$ cat src/rtl/serial_subtractor.sv
// Digit-serial subtractor: diff = a - b, DIGIT bits per clock, LSB digit first.
// Reports unsigned borrow and two's-complement overflow via a start/busy/done handshake.
module serial_subtractor #(
  parameter int WIDTH = 8,
  parameter int DIGIT = 1
) (
  input  logic             clk,
  input  logic             rst_n,
  input  logic             start,
  input  logic [WIDTH-1:0] a,
  input  logic [WIDTH-1:0] b,
  output logic             busy,
  output logic             done,
  output logic [WIDTH-1:0] diff,
  output logic             borrow,
  output logic             ovf
);
  localparam int N  = WIDTH / DIGIT;
  localparam int CW = (N > 1) ? $clog2(N) : 1;

  localparam logic [1:0] S_IDLE = 2'd0;
  localparam logic [1:0] S_RUN  = 2'd1;
  localparam logic [1:0] S_DONE = 2'd2;

  logic [1:0]       state_q, state_d;
  logic [WIDTH-1:0] a_sr_q, a_sr_d, b_sr_q, b_sr_d;
  logic [WIDTH-1:0] res_q, res_d;
  logic             a_msb_q, a_msb_d, b_msb_q, b_msb_d;
  logic             bin_q, bin_d;
  logic [CW-1:0]    cnt_q, cnt_d;
  logic [WIDTH-1:0] diff_q, diff_d;
  logic             borrow_q, borrow_d, ovf_q, ovf_d;
  logic [DIGIT:0]   dig;

  always_comb begin
    state_d  = state_q;
    a_sr_d   = a_sr_q;
    b_sr_d   = b_sr_q;
    res_d    = res_q;
    a_msb_d  = a_msb_q;
    b_msb_d  = b_msb_q;
    bin_d    = bin_q;
    cnt_d    = cnt_q;
    diff_d   = diff_q;
    borrow_d = borrow_q;
    ovf_d    = ovf_q;
    dig      = {1'b0, a_sr_q[DIGIT-1:0]} - {1'b0, b_sr_q[DIGIT-1:0]} - {{DIGIT{1'b0}}, bin_q};
    case (state_q)
      S_IDLE, S_DONE: begin
        state_d = S_IDLE;
        if (start) begin
          a_sr_d  = a;
          b_sr_d  = b;
          a_msb_d = a[WIDTH-1];
          b_msb_d = b[WIDTH-1];
          res_d   = '0;
          bin_d   = 1'b0;
          cnt_d   = '0;
          state_d = S_RUN;
        end
      end
      S_RUN: begin
        res_d[cnt_q*DIGIT +: DIGIT] = dig[DIGIT-1:0];
        bin_d  = dig[DIGIT];
        a_sr_d = a_sr_q >> DIGIT;
        b_sr_d = b_sr_q >> DIGIT;
        cnt_d  = cnt_q + 1'b1;
        // Results are published only on the last digit; earlier digits stay internal.
        if (cnt_q == CW'(N - 1)) begin
          diff_d   = res_d;
          borrow_d = dig[DIGIT];
          ovf_d    = (a_msb_q ^ b_msb_q) & (res_d[WIDTH-1] ^ a_msb_q);
          state_d  = S_DONE;
        end
      end
      default: state_d = S_IDLE;
    endcase
  end

  always_ff @(posedge clk or negedge rst_n) begin
    if (!rst_n) begin
      state_q  <= S_IDLE;
      a_sr_q   <= '0;
      b_sr_q   <= '0;
      res_q    <= '0;
      a_msb_q  <= 1'b0;
      b_msb_q  <= 1'b0;
      bin_q    <= 1'b0;
      cnt_q    <= '0;
      diff_q   <= '0;
      borrow_q <= 1'b0;
      ovf_q    <= 1'b0;
    end else begin
      state_q  <= state_d;
      a_sr_q   <= a_sr_d;
      b_sr_q   <= b_sr_d;
      res_q    <= res_d;
      a_msb_q  <= a_msb_d;
      b_msb_q  <= b_msb_d;
      bin_q    <= bin_d;
      cnt_q    <= cnt_d;
      diff_q   <= diff_d;
      borrow_q <= borrow_d;
      ovf_q    <= ovf_d;
    end
  end

  assign busy   = (state_q == S_RUN);
  assign done   = (state_q == S_DONE);
  assign diff   = diff_q;
  assign borrow = borrow_q;
  assign ovf    = ovf_q;
endmodule

$ cat config.mk
export PLATFORM = sky130hd
export DESIGN_NAME = serial_subtractor
export DESIGN_NICKNAME = d
export VERILOG_FILES = /design/src/rtl/serial_subtractor.sv
export SDC_FILE = /design/constraint.sdc
export NUM_CORES = 1
export LEC_CHECK = 0
export ABC_AREA = 1
export CAP_MARGIN = 20
export CORE_MARGIN = 4
export CORE_UTILIZATION = 50
export CTS_CLUSTER_DIAMETER = 100
export DETAILED_ROUTE_END_ITERATION = 8
export GPL_TIMING_DRIVEN = 0
export HOLD_SLACK_MARGIN = 0.1
export PLACE_DENSITY_LB_ADDON = 0.08
export SLEW_MARGIN = 20
export SYNTH_ARGS = -nofsm -noshare
export SYNTH_HDL_FRONTEND = slang
export SYNTH_SLANG_ARGS = --single-unit
$ cat constraint.sdc
create_clock -name clk -period 2.87 [get_ports clk]
set_input_delay 0.287 -clock clk [delete_from_list [all_inputs] [get_ports clk]]
set_output_delay 0.287 -clock clk [all_outputs]
set_load 0.005 [all_outputs]
# Word level (Yosys, flattened, before mapping)

Cells that the tools add are included.

Add/subtract/negate cells: 4
Eq/ne operators: 5
Shifts and indexed selects: 2
Multiplexer cells: 14
Bitwise logic cells: 3
Reduce and logical (&&, ||, !) cells: 6

Operators by type and width:

| operator                                              | number |
|---|---|
| case mux 8 bit (2 select lines)                       | 3 |
| negator 3 -> 34 bit                                   | 1 |
| variable shift 1 x 34 -> 8 bit (first input constant) | 1 |
| indexed part select 1 x 34 -> 8 bit                   | 1 |
| 2-to-1 mux 8 bit                                      | 3 |
| bitwise mux 8 bit                                     | 1 |
| case mux 3 bit (2 select lines)                       | 1 |
| AND reduction 2 bit                                   | 3 |
| case mux 2 bit (2 select lines)                       | 1 |
| adder 3 x 1 -> 3 bit (second input constant)          | 1 |
| equality test 3 bit (second input constant)           | 1 |
| 2-to-1 mux 3 bit                                      | 1 |
| equality test 2 x 1 -> 1 bit (second input constant)  | 1 |
| equality test 2 bit (second input constant)           | 1 |
| zero test 2 bit                                       | 1 |
| 2-to-1 mux 1 bit                                      | 2 |
| 2-to-1 mux 2 bit                                      | 1 |
| != test 2 x 1 -> 1 bit (second input constant)        | 1 |
| != test 2 bit (second input constant)                 | 1 |
| case mux 1 bit (2 select lines)                       | 1 |
| nonzero test 2 bit                                    | 1 |
| OR reduction 2 bit                                    | 1 |
| subtractor 1 x 1 -> 2 bit                             | 1 |
| subtractor 2 x 1 -> 2 bit                             | 1 |
| 2 further kinds                                       | 3 |

Register bits: 42
Input bits: 19
Output and inout bits: 12
Word-level logic and storage cells: 45

# Logic depth before layout (Yosys ltp)

Gate-level depths: netlist (run 1).

Word-level depth: 6
Mapped depth: 12

# Worst setup path after synthesis (run 1)

No wires, ideal clock.

Kind: register -> register
From: reg cnt_q[0]
To: reg ovf_q (netlist: ovf)
Library setup time: 116 ps
Arrival time: 1631 ps
Data required time: 2754 ps
Setup slack: 1123 ps
Cell stages (with the launch flop): 12
Buffers on the path: 0
Period minus slack after synthesis: 1747 ps
Path through: dfrtp_1 inv_1 ha_1 ha_1 inv_2 nand2_1 a21oi_1 nand2_1 nand3_1 nand2_1 nand2_1 nand2_1

Longest elaborated chain between the ends: 5
Elaborated cells between the ends (all ways): 8
Those cells by class: add/sub: 1; eq/ne: 1; shift: 2; mux: 1; bitwise: 2; reduce/logical: 1

RTL lines:

| item                                                                                  | RTL line | source |
|---|---|---|
| start: declaration                                                                    | 30       | `logic [CW-1:0] cnt_q, cnt_d;` |
| start signal: assignment                                                              | 101      | `cnt_q <= cnt_d;` |
| negator 3 -> 34 bit                                                                   | 63       | `res_d[cnt_q*DIGIT +: DIGIT] = dig[DIGIT-1:0];` |
| indexed part select 1 x 34 -> 8 bit or variable shift 1 x 34 -> 8 bit (tied branches) | 63       |  |
| bitwise mux 8 bit                                                                     | 63       |  |
| bitwise XOR 1 bit                                                                     | 72       | `ovf_d = (a_msb_q ^ b_msb_q) & (res_d[WIDTH-1] ^ a_msb_q);` |
| AND 1 bit                                                                             | 72       |  |
| end signal: assignment                                                                | 104      | `ovf_q <= ovf_d;` |
| end: declaration                                                                      | 32       | `logic borrow_q, borrow_d, ovf_q, ovf_d;` |

Parallel ways exist; a longest one is shown, timed or not.
A chain may end at the register's enable or synchronous reset.

# Worst setup path in the final report (run 1)

From: reg state_q[1]
To: out busy

Longest elaborated chain between the ends: 1

RTL lines:

| item                         | RTL line | source |
|---|---|---|
| start: declaration           | 25       | `logic [1:0] state_q, state_d;` |
| start signal: assignment     | 94       | `state_q <= state_d;` |
| equality test 2 x 1 -> 1 bit | 108      | `assign busy = (state_q == S_RUN);` |
| end: declaration             | 12       | `output logic busy,` |

No other way between the ends.

==> results.yml, run 1 <==
synth:
  syn_area_sq_um: 2120
  avgSynthCellArea_sq_um: 8.46
  yosysWarnings: 0
  synth_top_cell_area_share_pct: 49.7
  yosysUniqueCellTypes: 25
  yosys-top-cells-area: "dfrtp_1, nand2_1, nand3_1"
  yosys_most_used_dff: "dfrtp_1"
  syn_inst: 250
  synth-simple-area-share_pct: 22.4
  synth_compound_area_share_pct: 13.0
  synth_edf_count: 0
  async_flop_share_pct: 100
  ys_ff_latch: 42
  synth.area.mux_share_pct: 0
  yosysSeqAreaShare_pct: 49.7
  synth_top_family_by_area: "simple AND/OR/NAND/NOR gates"
  synth_top_area_cell: "dfrtp_1"
  synth_xor_area_share_pct: 0
  synthAdderAreaFrac_pct: 5.09
  syn-num-nets: 277
sta:
  clock.fmax_mhz: 490
  finalSetupViolations: 0
  hold_ws_ns: 0.444
  slew_viol_final: 0
  fin_crit_ns: 2.04
  finClkSkew_ns: 0.00610
  hold_violations: 0
  worstMarginPinSlew_ns: 0.389
  period_share_pct: 71.1
  grt_setup_unrepaired: "false"
  setup-tns-final_ns: 0
  relSlewSlack_pct: 74.1
final_layout:
  nFillCells: 372
  post-route-cell-area_sq_um: 2610
  stdcell_count: 340
  antenna_cells: 0
  num-nets-final: 316
  drive_above_1_share_pct: 10.3
  synthToLayoutAreaGrowth_pct: 23.4
setup_path:
  path_max_fanout: 10
  worstSetupPathType: "reg2out"
  cp.required_ns: 2.58
  startpoint_type: "register"
  end_kind: "primary output"
  cp_data_arrival_time_ns: 1.75
place:
  post-dp-hpwl_mm: 3.28
  placed_cell_area_sq_um: 2490
  placed_cells: 331
  port_buffers: 30
  place_congestion: 0.928
detailed_routing:
  ant_nets: 0
  drc_errors: 0
  routed.top_layer: "met4"
  num_vias: 1729
  wl_met3_um: 159
  met1Wirelength_mm: 2.32
  vias_per_cell: 5.09
  totalWireLength_mm: 4.44
  drt_pass1_iterations: 4
  wl_per_cell_um: 13.1
  wl_met2_mm: 1.93
  drt_iter0_drc: 81
power:
  finalPower_mw: 3.06
  ir_drop_v: 0.000491
  p_per_area_nw_per_um2: 1170
  p_leak_nw: 1.30
grt:
  grt_max_degree: 28
  grt_pass1_wl_mm: 7.76
  grt_overflow_total: 0
  grt_use_total_pct: 18.4
  grt_pass1_vias: 1710
  antenna_found_initial: 0
job:
  drv_cap: 0
die:
  fp.dieH_um: 73.1
  core_area_sq_um: 4060
  dieArea_sq_um: 5340
  initial_core_util_pct: 52.1
  ios: 31
  rows: 23
  die_w_um: 73.1
clock_network:
  clock-sinks: 42
  numCtsBuffers: 5
  insertion_delay_ns: 0.29
  clockRootBuffer: "clkbuf_8"
  cts-htree-levels: 2
  cts_tree: "built"
  path_clk_slew_ns: 0.08
  ctsResizeCount: 0
  cts_max_path_buffers: 2
min_path:
  min_path_type: "in2async"
outcome:
  status: "finished, final reports clean"
==> logic make-up (layout without fill, tap and decap cells) <==
kind of cell,count (synthesis),after routing
compound gates,45,45
fa+ha+maj,8,8
buf+inv,47,87
flops,42,42
simple gates,108,108
==> metrics by stage <==
stage	util, %	setup slack [ns]
finish	64.3	0.831
floorplan	-	1.12
global placement	61.1	0.437
detailed placement	61.5	0.901
global route	64.3	0.707
CTS	64.3	0.810
==> critical path, stage by stage, from the launching register on <==
cell,delay (ns)
dfrtp_1,0.41
nor2_4,0.15
buf_4,0.19
buf_4,0.19
clkdlybuf4s50_1,0.51
==> flip-flops by register name (all words and copies together) (netlist names) <==
signal / cells
diff: 8
b_msb_q: 1
a_msb_q: 1
ovf: 1
state_q: 2
bin_q: 1
a_sr_q: 8
b_sr_q: 8
res_q: 8
cnt_q: 3
borrow: 1
==> path summary, 6_finish.rpt <==
kind                                         from  slack [ns]                     to  cells past startpoint
hold reg to reg               diff[3]$_DFFE_PN0P_        0.49    diff[3]$_DFFE_PN0P_                      2
setup reg to reg             cnt_q[0]$_DFFE_PN0P_        0.88        ovf$_DFFE_PN0P_                     11
min in group clk              diff[3]$_DFFE_PN0P_        0.49    diff[3]$_DFFE_PN0P_                      2
setup / recovery           state_q[1]$_DFFE_PN0P_        0.83                   busy                      4
max in group asynchronous                   rst_n        1.96    diff[3]$_DFFE_PN0P_                      3
hold / removal                              rst_n        0.44  a_sr_q[4]$_DFFE_PN0P_                      2
==> cell type report <==
| type | instances | area (sq um) | area share, % |
|---|---|---|---|
| clock buffers | 7 | 76.3 | 2.92 |
| clock inverters | 1 | 30.0 | 1.15 |
| inverters | 38 | 143 | 5.47 |
| well taps | 50 | 62.6 | 2.40 |
| repair buffers | 32 | 325 | 12.5 |
| multi-input cells | 161 | 857 | 32.8 |
| flip-flops and latches | 42 | 1050 | 40.3 |
| plain buffers | 9 | 65.1 | 2.49 |
==> Yosys cell counts, types with 2 or more instances <==
cell,count
nand2_1,64
dfrtp_1,42
inv_1,33
nand3_1,25
o21ai_0,24
o211ai_1,13
nor2_1,8
ha_1,7
inv_2,5
buf_2,4
nand4_1,4
buf_4,3
o22ai_1,3
a31o_2,2
buf_6,2
nor2_2,2
==> power by group <==
part	internal [mW]	switching [mW]	leakage, nW
sequential	0.866	0.129	0.523
clock	0.260	0.200	0.0524
combinational	0.657	0.942	0.724
==> routing by layer <==
layer	up-vias	GRT usage [%]
met1	805	26.0
met5	-	0
li1	887	-
met3	5	4.13
met4	0	3.69
met2	32	28.9
==> cells in the final DEF, fill, tap and decap left out, drive strengths merged, types with 4 or more instances in the layout <==
master         count
buf               11
clkbuf             7
clkdlybuf4s50     29
dfrtp             42
ha                 7
inv               38
nand2             66
nand3             25
nand4              4
nor2              11
o211ai            13
o21ai             25
==> timing repair <==
item | in CTS | in global routing
setup buffers | 0 | 0
endpoints found under the hold margin | 15 | 0
hold buffers | 1 | 0
No activity file was read; power rests on OpenSTA's default activity.
==> run 2: changes to the inputs <==
--- a/config.mk
+++ b/config.mk
@@ -8,7 +8,7 @@
 export ABC_AREA = 1
 export CAP_MARGIN = 20
 export CORE_MARGIN = 4
-export CORE_UTILIZATION = 50
+export CORE_UTILIZATION = 48
 export CTS_CLUSTER_DIAMETER = 100
 export DETAILED_ROUTE_END_ITERATION = 8
 export GPL_TIMING_DRIVEN = 0
==> constraint.sdc (replaced) <==
create_clock -name clk -period 1.75 [get_ports clk]
set_input_delay 0.175 -clock clk [delete_from_list [all_inputs] [get_ports clk]]
set_output_delay 0.175 -clock clk [all_outputs]
set_load 0.005 [all_outputs]
==> results.yml, run 2 (same netlist as run 1, synthesis figures left out) <==
detailed_routing:
  wl_per_cell_um: 13.6
  drc_errors: 0
  vias_per_cell: 5.13
  num_vias: 1764
  ant_nets: 0
  totalWireLength_mm: 4.69
  drt_iter0_drc: 88
  drt_pass1_iterations: 4
final_layout:
  layout_common_cells: "nand2_1, dfrtp_1, inv_1"
  antenna_cells: 0
  synthToLayoutAreaGrowth_pct: 26.8
  num-nets-final: 320
  finalCoreUtilization_pct: 64.7
  drive_above_1_share_pct: 16.0
  final_common_cell: "nand2_1"
power:
  seqPwrFrac_pct: 31.0
  p_leak_nw: 1.32
  ir_drop_v: 0.000944
  p_per_area_nw_per_um2: 1940
  p_sw_mw: 2.20
  intPower_mw: 3.01
  pwr-share-clk_pct: 12.1
  switching_share_pct: 42.2
  comb_power_share_pct: 56.8
job:
  drv_cap: 0
clock_network:
  numCtsBuffers: 5
  clock-sinks: 42
  clockRootBuffer: "clkbuf_8"
  cts-htree-levels: 2
  cts_max_path_buffers: 2
  path_clk_slew_ns: 0.08
  insertion_delay_ns: 0.29
  cts_tree: "built"
setup_path:
  path_max_fanout: 4
  end_kind: "primary output"
  worstSetupPathType: "reg2out"
  cp.required_ns: 1.57
  crit_family: "buffers and inverters"
  max_stage_delay_ns: 0.49
  path_buf_inv: 3
  cp_slowest_cell: "clkdlybuf4s50_1"
  critical_path.cell_chain: "inv_2, nor2_4, buf_12, clkdlybuf4s50_1"
  startpoint_type: "register"
  cp_data_arrival_time_ns: 1.48
grt:
  grt_pass1_vias: 1738
  antenna_found_initial: 0
  grt_max_degree: 25
  grt_pass1_wl_mm: 7.84
  grt_use_total_pct: 18.7
  grt_overflow_total: 0
sta:
  grt_setup_unrepaired: "false"
  clock.fmax_mhz: 603
  worstMarginPinSlew_ns: 0.501
  relSlewSlack_pct: 66.6
  finClkSkew_ns: 0.00394
  hold_ws_ns: 0.384
  hold_violations: 0
  finalSetupViolations: 0
  fin_crit_ns: 1.66
  slew_viol_final: 0
  period_share_pct: 94.7
die:
  ios: 31
  die_w_um: 74.4
  core_area_sq_um: 4140
  dieArea_sq_um: 5530
  fp.dieH_um: 74.4
  initial_core_util_pct: 51.1
  rows: 23
place:
  port_buffers: 30
  place_congestion: 0.804
  post-dp-hpwl_mm: 3.34
outcome:
  status: "finished, final reports clean"
min_path:
  min_path_type: "in2async"
## run 2: cell types whose count changed in the layout (fill, tap and decap cells not counted), moves of 2 or more
| cell | before | now |
|---|---|---|
| inv_2 | 5 | 7 |
| ha_1 | 7 | 5 |
| buf_4 | 3 | 6 |
| inv_1 | 33 | 30 |
| nand2_1 | 64 | 62 |
| nand2_2 | 1 | 3 |
## run 2: timing repair
action                                  CTS  global route
cloned                                    0             0
pin swaps                                 1             2
hold buffers                              1             0
setup buffers                             5             0
endpoints found under the hold margin    18             0
endpoints found under the setup margin   16             5
gates resized for setup                   5            11
## run 2: per-layer routing
metal	vias up	GRT usage (%)	wire length, um
met3	5	4.59	205
met1	836	26.0	2320
met2	29	28.1	2110
li1	894	-	-
met5	-	0	0
met4	0	7.31	54
## run 2: final timing paths
kind | to | startpoint | slack (ns) | depth (start not counted)
worst max-delay path | busy | state_q[0]$_DFFE_PN0P_ | 0.09 | 4
worst min-delay path | a_sr_q[3]$_DFFE_PN0P_ | rst_n | 0.38 | 2
worst max register to register | ovf$_DFFE_PN0P_ | cnt_q[0]$_DFFE_PN0P_ | 0.12 | 12
worst min register to register | diff[6]$_DFFE_PN0P_ | diff[6]$_DFFE_PN0P_ | 0.49 | 2
max in group asynchronous | cnt_q[0]$_DFFE_PN0P_ | rst_n | 0.87 | 3
min in group clk | a_msb_q$_DFFE_PN0P_ | a[7] | 0.48 | 3
## run 2: power groups by stage
stage	sequential [mW]	combinational (mW)	clock (mW)
global placement	1.64	2.59	0
CTS	1.61	2.90	0.654
floorplan	1.62	1.86	0
finish	1.62	2.96	0.633
global route	1.66	3.36	0.694
detailed placement	1.65	2.65	0
## run 2: area by class of cell
class / instances / area [sq um]
Fill cell: 383 / 1460
Clock buffer: 7 / 86.3
Clock inverter: 1 / 5.00
Timing Repair Buffer: 37 / 370
Sequential cell: 42 / 1050
Tap cell: 50 / 62.6
Multi-Input combinational cell: 161 / 891
Inverter: 38 / 145
Buffer: 8 / 70.1
## run 2: worst reg2reg max path: cells and delay by family, from the launching register on
kind          cells  cell delay [ns]
fa+ha+maj         2             0.48
buf+inv           3             0.17
simple gates      7             0.48
flops             1             0.39
## run 2: stage by stage
| step | worst slack (ns) | instances | setup TNS [ns] | area, sq um | total power [mW] |
|---|---|---|---|---|---|
| after floorplan | 0.00301 | 250 | 0 | 2120 | 3.49 |
| after global placement | -0.592 | 330 | -25.23 | 2480 | 4.23 |
| after detailed placement | -0.258 | 331 | -0.851 | 2500 | 4.30 |
| after CTS | 0.00644 | 344 | 0 | 2660 | 5.16 |
| after global routing | 0.00295 | 344 | 0 | 2680 | 5.71 |
| final | 0.0926 | 344 | 0 | 2680 | 5.21 |
==> patch, RTL diff (settings of run 2) <==
Take the reset off `a_sr_q`, `b_sr_q` and `res_q` and load them in a clocked block of their own.
--- a/src/rtl/serial_subtractor.sv
+++ b/src/rtl/serial_subtractor.sv
@@ -80,9 +80,6 @@
   always_ff @(posedge clk or negedge rst_n) begin
     if (!rst_n) begin
       state_q  <= S_IDLE;
-      a_sr_q   <= '0;
-      b_sr_q   <= '0;
-      res_q    <= '0;
       a_msb_q  <= 1'b0;
       b_msb_q  <= 1'b0;
       bin_q    <= 1'b0;
@@ -92,9 +89,6 @@
       ovf_q    <= 1'b0;
     end else begin
       state_q  <= state_d;
-      a_sr_q   <= a_sr_d;
-      b_sr_q   <= b_sr_d;
-      res_q    <= res_d;
       a_msb_q  <= a_msb_d;
       b_msb_q  <= b_msb_d;
       bin_q    <= bin_d;
@@ -105,6 +99,12 @@
     end
   end
 
+  always_ff @(posedge clk) begin
+    a_sr_q <= a_sr_d;
+    b_sr_q <= b_sr_d;
+    res_q  <= res_d;
+  end
+
   assign busy   = (state_q == S_RUN);
   assign done   = (state_q == S_DONE);
   assign diff   = diff_q;
Check against the original RTL: same outputs for any inputs over 10 cycles, from zero or initial values and one cycle with rst_n low; that may be too few to reach the edited logic, so the function may still have changed.
==> patch against run 2 <==
Worst setup slack got worse by 0.052 ns. Area after synthesis down 5.7%. Largest cell class unchanged. Routed wire length down 14%. Count of clock-buffer cells in the layout rose by 1. Clock skew up 0.0036 ns. Register-to-register slack worse by 0.08 ns. Hold slack worse by 0.023 ns. Total power down 1.2%. Sequential cell count did not move. Critical path type is now register to register. Cell count down 9.6%. Cell area fell by 4.3%.
==> patch: results <==
export IMPL_critPathKind="register to register"
export IMPL_power_density_mw_per_mm2=2010
export IMPL_critPathRequiredTime_ns=1.99
export IMPL_ys_seq_area_frac=0.587
export IMPL_path_max_fanout=3
export IMPL_synth_nets=244
export IMPL_placed_area_mm2=0.00236
export IMPL_power_leakage_nw=1.19
export IMPL_synth_edff_count=24
export IMPL_dp_hpwl_um=2820
export IMPL_drt_wirelength_per_cell_um=13.0
export IMPL_final_cell_area_mm2=0.00257
export IMPL_ys_types=21
export IMPL_grt_usage=0.167
export IMPL_cpPeakStageDelay_ns=0.62
export IMPL_grtUsageMet2=0.259
export IMPL_finalNetCount=287
export IMPL_met1_length_um=1970
export IMPL_worst_path_max_delay_cell="fa_2"
export IMPL_drive_gt1_frac=0.153
export IMPL_status="completed"
export IMPL_ir_worst_vdd_uv=886
export IMPL_synthAdderAreaFrac=0.0540
export IMPL_switching_share=0.383
export IMPL_finalCritPeriodShare=0.977
export IMPL_route_met2_wl_um=1840
export IMPL_yosys_top_cells_count="nand2_1 (88), edfxtp_1 (24), inv_1 (19), dfrtp_1 (18), nor2_1 (15)"
export IMPL_first_iter_violations=90
export IMPL_fillers=366
export IMPL_synth_area_top_cells="edfxtp_1 (36%), dfrtp_1 (23%), nand2_1 (17%)"
export IMPL_p_seq_frac=0.368
export IMPL_synth_cells=217
export IMPL_synth_flop_cell="edfxtp_1"
## patch: cell count changes after synthesis, moves of 2 or more
cell      delta
dfrtp_1     -24
edfxtp_1    +24
nand2_1     +24
inv_1       -14
o21ai_0     -14
o211ai_1    -13
nand3_1     -12
nor2_1       +7
inv_2        -5
o21bai_1     +4
buf_4        -3
a31o_2       -2
o22ai_1      -2
## patch: area by class of cell
| cell class | instances | area share |
|---|---|---|
| buffer | 5 | 0.0146 |
| inverter | 20 | 0.0302 |
| multi-input combinational | 150 | 0.296 |
| sequential | 42 | 0.457 |
| timing repair buffer | 36 | 0.135 |
| tap | 50 | 0.0244 |
| clock buffer | 8 | 0.0434 |
## patch: what timing repair did
item	CTS	global route
pin swaps	1	6
resized for setup	6	13
buffers inserted	1	5
endpoints found under the setup margin	18	41
## patch: critical path: cells and delay by family, from the launching register on
family	cells	cell delay (ns)
flip-flops	1	0.35
adder cells (fa/ha/maj)	1	0.62
buffers and inverters	2	0.09
AND/OR/NAND/NOR	7	0.60
